`src/rtl/wb_write_queue.sv`:
```
// Writeback queue feeding the dual-write-port register file: buffers up to two
// results per cycle, drains up to two per cycle, and forwards pending values.
module wb_write_queue #(
  parameter int XLEN  = 64,
  parameter int DEPTH = 8,
  parameter int CW    = $clog2(DEPTH) + 1
) (
  input  logic            clk,
  input  logic            rst,
  input  logic            in_valid1,
  input  logic [4:0]      in_rd1,
  input  logic [XLEN-1:0] in_data1,
  input  logic            in_valid2,
  input  logic [4:0]      in_rd2,
  input  logic [XLEN-1:0] in_data2,
  output logic            in_ready,
  input  logic            drain_en,
  output logic            Wen1,
  output logic [4:0]      Rd_addr1,
  output logic [XLEN-1:0] write_data1,
  output logic            Wen2,
  output logic [4:0]      Rd_addr2,
  output logic [XLEN-1:0] write_data2,
  input  logic [4:0]      lk_addr1,
  input  logic [4:0]      lk_addr2,
  output logic            lk_hit1,
  output logic            lk_hit2,
  output logic [XLEN-1:0] lk_data1,
  output logic [XLEN-1:0] lk_data2,
  output logic [CW-1:0]   count,
  output logic            empty
);

  localparam int PW = $clog2(DEPTH);

  logic [4:0]      r_q_rd   [DEPTH];
  logic [XLEN-1:0] r_q_data [DEPTH];
  logic [PW-1:0]   r_wr_ptr;
  logic [PW-1:0]   r_rd_ptr;
  logic [CW-1:0]   r_count;

  logic            w_acc1;
  logic            w_acc2;
  logic [1:0]      w_enq;
  logic [1:0]      w_deq;
  logic [PW-1:0]   w_wr_idx2;
  logic [PW-1:0]   w_rd_idx2;
  logic            w_waw;

  // Readiness uses only the registered count, so a same-cycle pop never opens space.
  assign in_ready  = (r_count <= CW'(DEPTH - 2));
  assign count     = r_count;
  assign empty     = (r_count == '0);

  assign w_acc1    = in_ready && in_valid1 && (in_rd1 != 5'd0);
  assign w_acc2    = in_ready && in_valid2 && (in_rd2 != 5'd0);
  assign w_enq     = {1'b0, w_acc1} + {1'b0, w_acc2};
  assign w_deq     = !drain_en ? 2'd0 :
                     (r_count >= CW'(2)) ? 2'd2 : r_count[1:0];
  assign w_wr_idx2 = r_wr_ptr + PW'(w_acc1);
  assign w_rd_idx2 = r_rd_ptr + PW'(1);
  assign w_waw     = (r_q_rd[r_rd_ptr] == r_q_rd[w_rd_idx2]);

  // Entry storage needs no reset: validity is tracked by the pointers and count.
  always_ff @(posedge clk) begin
    if (w_acc1) begin
      r_q_rd[r_wr_ptr]   <= in_rd1;
      r_q_data[r_wr_ptr] <= in_data1;
    end
    if (w_acc2) begin
      r_q_rd[w_wr_idx2]   <= in_rd2;
      r_q_data[w_wr_idx2] <= in_data2;
    end
  end

  always_ff @(posedge clk or posedge rst) begin
    if (rst) begin
      r_wr_ptr    <= '0;
      r_rd_ptr    <= '0;
      r_count     <= '0;
      Wen1        <= 1'b0;
      Wen2        <= 1'b0;
      Rd_addr1    <= 5'd0;
      Rd_addr2    <= 5'd0;
      write_data1 <= '0;
      write_data2 <= '0;
    end else begin
      r_wr_ptr <= r_wr_ptr + PW'(w_enq);
      r_rd_ptr <= r_rd_ptr + PW'(w_deq);
      r_count  <= r_count + CW'(w_enq) - CW'(w_deq);
      // An older write to the same register in the same pop is redundant.
      Wen1     <= (w_deq != 2'd0) && !((w_deq == 2'd2) && w_waw);
      Wen2     <= (w_deq == 2'd2);
      if (w_deq != 2'd0) begin
        Rd_addr1    <= r_q_rd[r_rd_ptr];
        write_data1 <= r_q_data[r_rd_ptr];
      end
      if (w_deq == 2'd2) begin
        Rd_addr2    <= r_q_rd[w_rd_idx2];
        write_data2 <= r_q_data[w_rd_idx2];
      end
    end
  end

  // Scan oldest to youngest so the last match (youngest) wins.
  function automatic logic [XLEN:0] lookup(input logic [4:0] addr);
    logic            hit;
    logic [XLEN-1:0] data;
    logic [PW-1:0]   idx;
    hit  = 1'b0;
    data = '0;
    idx  = '0;
    if (addr != 5'd0) begin
      if (Wen1 && (Rd_addr1 == addr)) begin
        hit  = 1'b1;
        data = write_data1;
      end
      if (Wen2 && (Rd_addr2 == addr)) begin
        hit  = 1'b1;
        data = write_data2;
      end
      for (int k = 0; k < DEPTH; k++) begin
        idx = r_rd_ptr + PW'(k);
        if ((CW'(k) < r_count) && (r_q_rd[idx] == addr)) begin
          hit  = 1'b1;
          data = r_q_data[idx];
        end
      end
    end
    return {hit, data};
  endfunction

  always_comb begin
    {lk_hit1, lk_data1} = lookup(lk_addr1);
    {lk_hit2, lk_data2} = lookup(lk_addr2);
  end

endmodule

```
`config.mk`:
```
export PLATFORM = sky130hd
export DESIGN_NAME = wb_write_queue
export DESIGN_NICKNAME = d
export VERILOG_FILES = /design/src/rtl/wb_write_queue.sv
export SDC_FILE = /design/constraint.sdc
export NUM_CORES = 2
export LEC_CHECK = 0
export CORE_UTILIZATION = 38
export CTS_BUF_LIST = sky130_fd_sc_hd__clkbuf_4 sky130_fd_sc_hd__clkbuf_8
export DETAILED_ROUTE_END_ITERATION = 6
export PLACE_DENSITY = 0.55
export SLEW_MARGIN = 40
export SYNTH_ARGS = -nofsm -noshare
export SYNTH_HDL_FRONTEND = slang
export SYNTH_SLANG_ARGS = --single-unit
```
`constraint.sdc`:
```
create_clock -name clk -period 10.1 [get_ports clk]
set_input_delay 1.515 -clock clk [delete_from_list [all_inputs] [get_ports clk]]
set_output_delay 1.515 -clock clk [all_outputs]
set_load 0.01 [all_outputs]
```
After elaboration in Yosys (flattened, before gate mapping)

Memory sizes are Yosys's and may differ from the RTL's.
Cells that the tools add are included.

Flip-flop bits (word level): 150
Memory bits (writable): 552
Input bits: 153
Output and inout port bits: 276
Logic and storage cells: 139
Memories: 2

Add/sub/neg operators: 13
Magnitude comparators: 10
Equal/unequal tests: 22
Mux-type cells: 50
Reductions and logical operators: 33

Memory list:

| name     | words | width | read ports | clocked after Yosys merged registers in | wr ports | RTL line | text |
|---|---|---|---|---|---|---|---|
| r_q_data | 8     | 64    | 8          | 0                                       | 2        | 37       | `logic [XLEN-1:0] r_q_data [DEPTH];` |
| r_q_rd   | 8     | 5     | 8          | 0                                       | 2        | 36       | `logic [4:0] r_q_rd [DEPTH];` |

Operators with widths:

| cell                                                                   | count |
|---|---|
| 64-bit 2-to-1 mux                                                      | 22 |
| 5-bit equality test                                                    | 21 |
| 1-bit logical AND                                                      | 26 |
| 1-bit 2-to-1 mux                                                       | 26 |
| 5-bit nonzero test                                                     | 4 |
| 3-bit by 4-bit < comparator with 1-bit output (first input constant)   | 4 |
| 3-bit adder (second input constant)                                    | 4 |
| 1-bit by 4-bit < comparator with 1-bit output (first input constant)   | 2 |
| 2-bit by 4-bit < comparator with 1-bit output (first input constant)   | 2 |
| 3-bit by 2-bit adder with 3-bit output                                 | 2 |
| 3-bit by 2-bit adder with 3-bit output (second input constant)         | 2 |
| 4-bit by 2-bit adder with 4-bit output                                 | 1 |
| 4-bit by 2-bit >= comparator with 1-bit output (second input constant) | 1 |
| 4-bit by 3-bit <= comparator with 1-bit output (second input constant) | 1 |
| 4-bit zero test                                                        | 1 |
| 2-bit 2-to-1 mux                                                       | 2 |
| 4-bit by 2-bit subtractor with 4-bit output                            | 1 |
| 3-bit by 1-bit adder with 3-bit output                                 | 1 |
| 3-bit by 1-bit adder with 3-bit output (second input constant)         | 1 |
| 1-bit by 1-bit adder with 2-bit output                                 | 1 |
| 2-bit equality test (second input constant)                            | 1 |
| 2-bit nonzero test                                                     | 1 |
| 1-bit zero test                                                        | 1 |

Depth between registers and ports, before layout

Depth in word-level cells: 13
Mapped depth: 22
Mapped depth without buffers: 13

Worst setup path before layout

OpenSTA, ideal clock, no wires.

Path kind: input -> register
Start: in in_rd1[1]
End: mem r_q_data[1][0] (enable)
Setup time: 0.591 ns
Data arrival time: 6.838 ns
Data required time: 9.509 ns
Setup slack: 2.671 ns
Stages on the path: 5
Buffers on the path: 0
Cells stage by stage: or4_1 o21ai_0 nor2_1 nand2_1 o21ai_0

RTL lines:

| element         | RTL line | text |
|---|---|---|
| start, declared | 11       | `input logic [4:0] in_rd1,` |
| end, declared   | 37       |  |

Worst setup path after layout

Start: reg r_rd_ptr[0]
End: out lk_data2[23]

Longest elaborated chain between the ends: 12
Elaborated cells between the ends (all ways): 34
Those cells by class: add/sub: 7; eq/ne: 8; mux: 9; reduce/logical: 8; memory: 2

Ends and longest elaborated chain:

| element                                                                                | RTL line | text |
|---|---|---|
| start, declared                                                                        | 39       | `logic [PW-1:0] r_rd_ptr;` |
| start signal, assigned                                                                 | 89       | `r_rd_ptr <= r_rd_ptr + PW'(w_deq);` |
| 3-bit by 1-bit adder with 3-bit output / memory read 8 x 5 bit (equally long branches) | n/a      |  |
| memory read 8 x 5 bit / 5-bit equality test (equally long branches)                    | n/a      |  |
| 5-bit equality test / 1-bit logical AND (equally long branches)                        | 124      | `if ((CW'(k) < r_count) && (r_q_rd[idx] == addr)) begin` |
| 1-bit logical AND / 64-bit 2-to-1 mux (equally long branches)                          | 124      |  |
| 64-bit 2-to-1 mux (6 in series)                                                        | 124      |  |
| 64-bit 2-to-1 mux (*)                                                                  | 124      |  |
| 64-bit 2-to-1 mux (*)                                                                  | 113      | `if (addr != 5'd0) begin` |
| end, declared                                                                          | 29       | `output logic [XLEN-1:0] lk_data2,` |

Mark *: on every way between the ends. The rest lies on a longest branch, timed or not.

==> run metrics <==
outcome finished, violations left; failing checks DRC; H-tree Lvls 4; CTS tree done; XOR/XNOR Fraction of Synth Area 0.0183; dpl ws 1.87 ns; Layout area overhead 15.6%; sequential standard cell area 20300 µm²; Warnings, synthesis 0; post-synthesis mux area share 0.383; Setup TNS 0 ns; Max Cap Violations 0; post-route worst setup slack 0.865 ns; Cell Area, Synth 62400 µm²; largest family of logic cells by synthesized area multiplexers; min-delay worst type register to register; Netlist cell types 82; layout cells sized above 1 0.303; initial antenna violation count 56; Crit. End Element output port; post-DP HPWL 206 mm; initial DRC count 10314; worst-margin pin slew 1.09 ns; Post-synth EDFFs 552; Post-Synth Simple-Gate Area 0.0945; share of flip-flops with an asynchronous set or reset 0.214; row cnt 148; clk_lat worst skew 0.92 ns; Synth Net Count 5738; WL/cell 39.6 µm; post_cts resized 0; most common cell in the netlist nand2_1; grt ovf 0; filler cell count 15107; Die Footprint 166000 µm²; Port Buffers 428; CP cell instances clkinv_1 -> ha_4 -> mux4_2 -> mux2i_1 -> xor2_1 -> and3_1 -> nand2_2 -> nand2_1 -> buf_4 -> o41ai_1 -> a21oi_1 -> clkdlybuf4s50_1; CORE AREA 163000 µm²; RSZ-0062 raised after global routing no; hold depth 2; top cells by area, synth edfxtp_1, mux4_2, mux2_2, dfrtp_1, mux2i_1; CP max FO 46; Util after Layout 0.443; post-synthesis cell count 5568; ys flop type edfxtp_1; Synth Area in Compound Gates 0.130; Worst EP arrival 7.72 ns; Final Max Slew Viols 0; clk buf depth 3; Max Freq 0.108 GHz; vias 58672; post-CTS setup repair buffer count 0; CTS Buf Count 136; number of global-route vias before repair 54350; Slew headroom 0.266; DRC Markers 31; CTS Hold Bufs 0; Worst-path clk slew 0.06 ns; Post-Route WL 317 mm; Fin Clk Skew 0.0456 ns; drt pass-1 iters 7; CP max stage cell dfrtp_4; pin count of the biggest net entering global routing 116; Root Buffer clkbuf_8; Die W 407 µm; post-layout net count 5879; Initial Util 0.383; final worst-path cycle share 0.914; first-pass GRT wire length 436 mm; Multi-input gate area 39800 µm²; Die Height 407 µm; R2R depth 13; Detail Route Antenna Nets 0; post-synth top area share 0.266; Critical Setup Path Class register to output port; final setup violation count 0; Hold Violations, Final 0; top cells by count, synth nand2_1, mux2_2, mux4_2; area leader, netlist edfxtp_1; Synth Area in Adders 0.00377; clk sinks 702; Tmin final 9.24 ns; Max stage delay on crit path 0.88 ns; startpoint types register; drt via density 7.32; IO Pins 429; Placer Congestion 1.02; Mean Syn Cell Area 11.2 µm²; GRT Total Usage 0.369; sequential element share of the synthesized area 0.326; FF+latch count, synth 702; Critical Path RT 8.59 ns
-- per-stage QoR --
step | hold WS, ns | area (µm²) | cells
finish | 0.539 | 72100 | 8020
CTS | 0.550 | 71900 | 7988
detailed placement | 0.530 | 69100 | 7743
global route | 0.577 | 72100 | 8005
global placement | 0.512 | 68700 | 7728
floorplan | 0.540 | 62400 | 5568
-- flip-flops by register name, summed over array words and instances, names as in the netlist --
name,cells
Rd_addr1,5
r_q_rd,40
write_data2,64
r_q_data,512
r_wr_ptr,3
Rd_addr2,5
Wen2,1
count,4
write_data1,64
Wen1,1
r_rd_ptr,3
-- area by class of cell --
type | instances | area share
Antenna cell | 29 | 0.00101
Clock buffer | 189 | 0.0330
Clock inverter | 56 | 0.00668
Inverter | 58 | 0.00310
Multi-Input combinational cell | 4209 | 0.552
Sequential cell | 702 | 0.282
Tap cell | 2175 | 0.0377
Timing Repair Buffer | 602 | 0.0841
-- worst max-delay path, delay by kind of cell (launching register included) --
family          cells  cell delay (ns)
buf+inv             3             1.66
simple gates        3             1.43
fa+ha+maj           1             0.75
compound gates      2             0.81
mux                 2             0.94
flops               1             0.88
xor+xnor            1             0.32
-- kinds of logic after synthesis --
| kind of cell | after synthesis |
|---|---|
| mux | 1593 |
| simple gates | 1339 |
| compound gates | 1134 |
| flops | 702 |
| buf+inv | 657 |
| xor+xnor | 126 |
| fa+ha+maj | 17 |
-- cell usage in the layout, fill, tap and decap left out, types with 22 or more instances in the layout --
cell and instances:
o211ai_1 91, inv_1 55, mux2i_1 322, edfxtp_1 552, o21ai_1 33, buf_12 28
or3_1 37, mux2_2 700, xor2_1 49, nand2_1 783, dfrtp_1 147, nand3_1 127
clkdlybuf4s50_1 423, a31oi_1 57, nor4_1 35, o31ai_1 28, mux4_2 553, nor2_1 99
a2111oi_0 44, o221ai_1 32, a211oi_1 139, a41oi_1 27, a221o_1 67, and3_1 33
clkinv_1 28, clkbuf_8 154, o21ai_0 189, o22ai_1 53, nor3_1 109, buf_4 118
xnor2_1 70, o311ai_0 44, clkbuf_4 35, a21oi_1 113, diode_2 29, buf_6 22
a311oi_1 99, a22oi_1 28
-- final timing paths --
kind,endpoint,startpoint,slack [ns]
setup / recovery,lk_data2[23],r_rd_ptr[0],0.86
hold / removal,write_data2[11],write_data2[11],0.54
setup reg to reg,r_q_data[5][15],count[3],4.73
hold reg to reg,write_data2[11],write_data2[11],0.54
max in group asynchronous,write_data2[6],rst,7.67
min in group asynchronous,r_wr_ptr[2],rst,1.13
-- per-layer routing --
layer | share of wire | vias to the layer above | global-route usage | wire, µm
met3 | 0.17 | 1263 | 0.185 | 54000
met4 | 0.063 | 68 | 0.190 | 19900
met1 | 0.37 | 29244 | 0.479 | 117000
met5 | 0.0020 | - | 0.00460 | 640
li1 | - | 22656 | - | -
met2 | 0.40 | 5441 | 0.499 | 126000
Power is not shown: default switching activity piles up to over one toggle a cycle in this logic, so the estimate is an artifact.
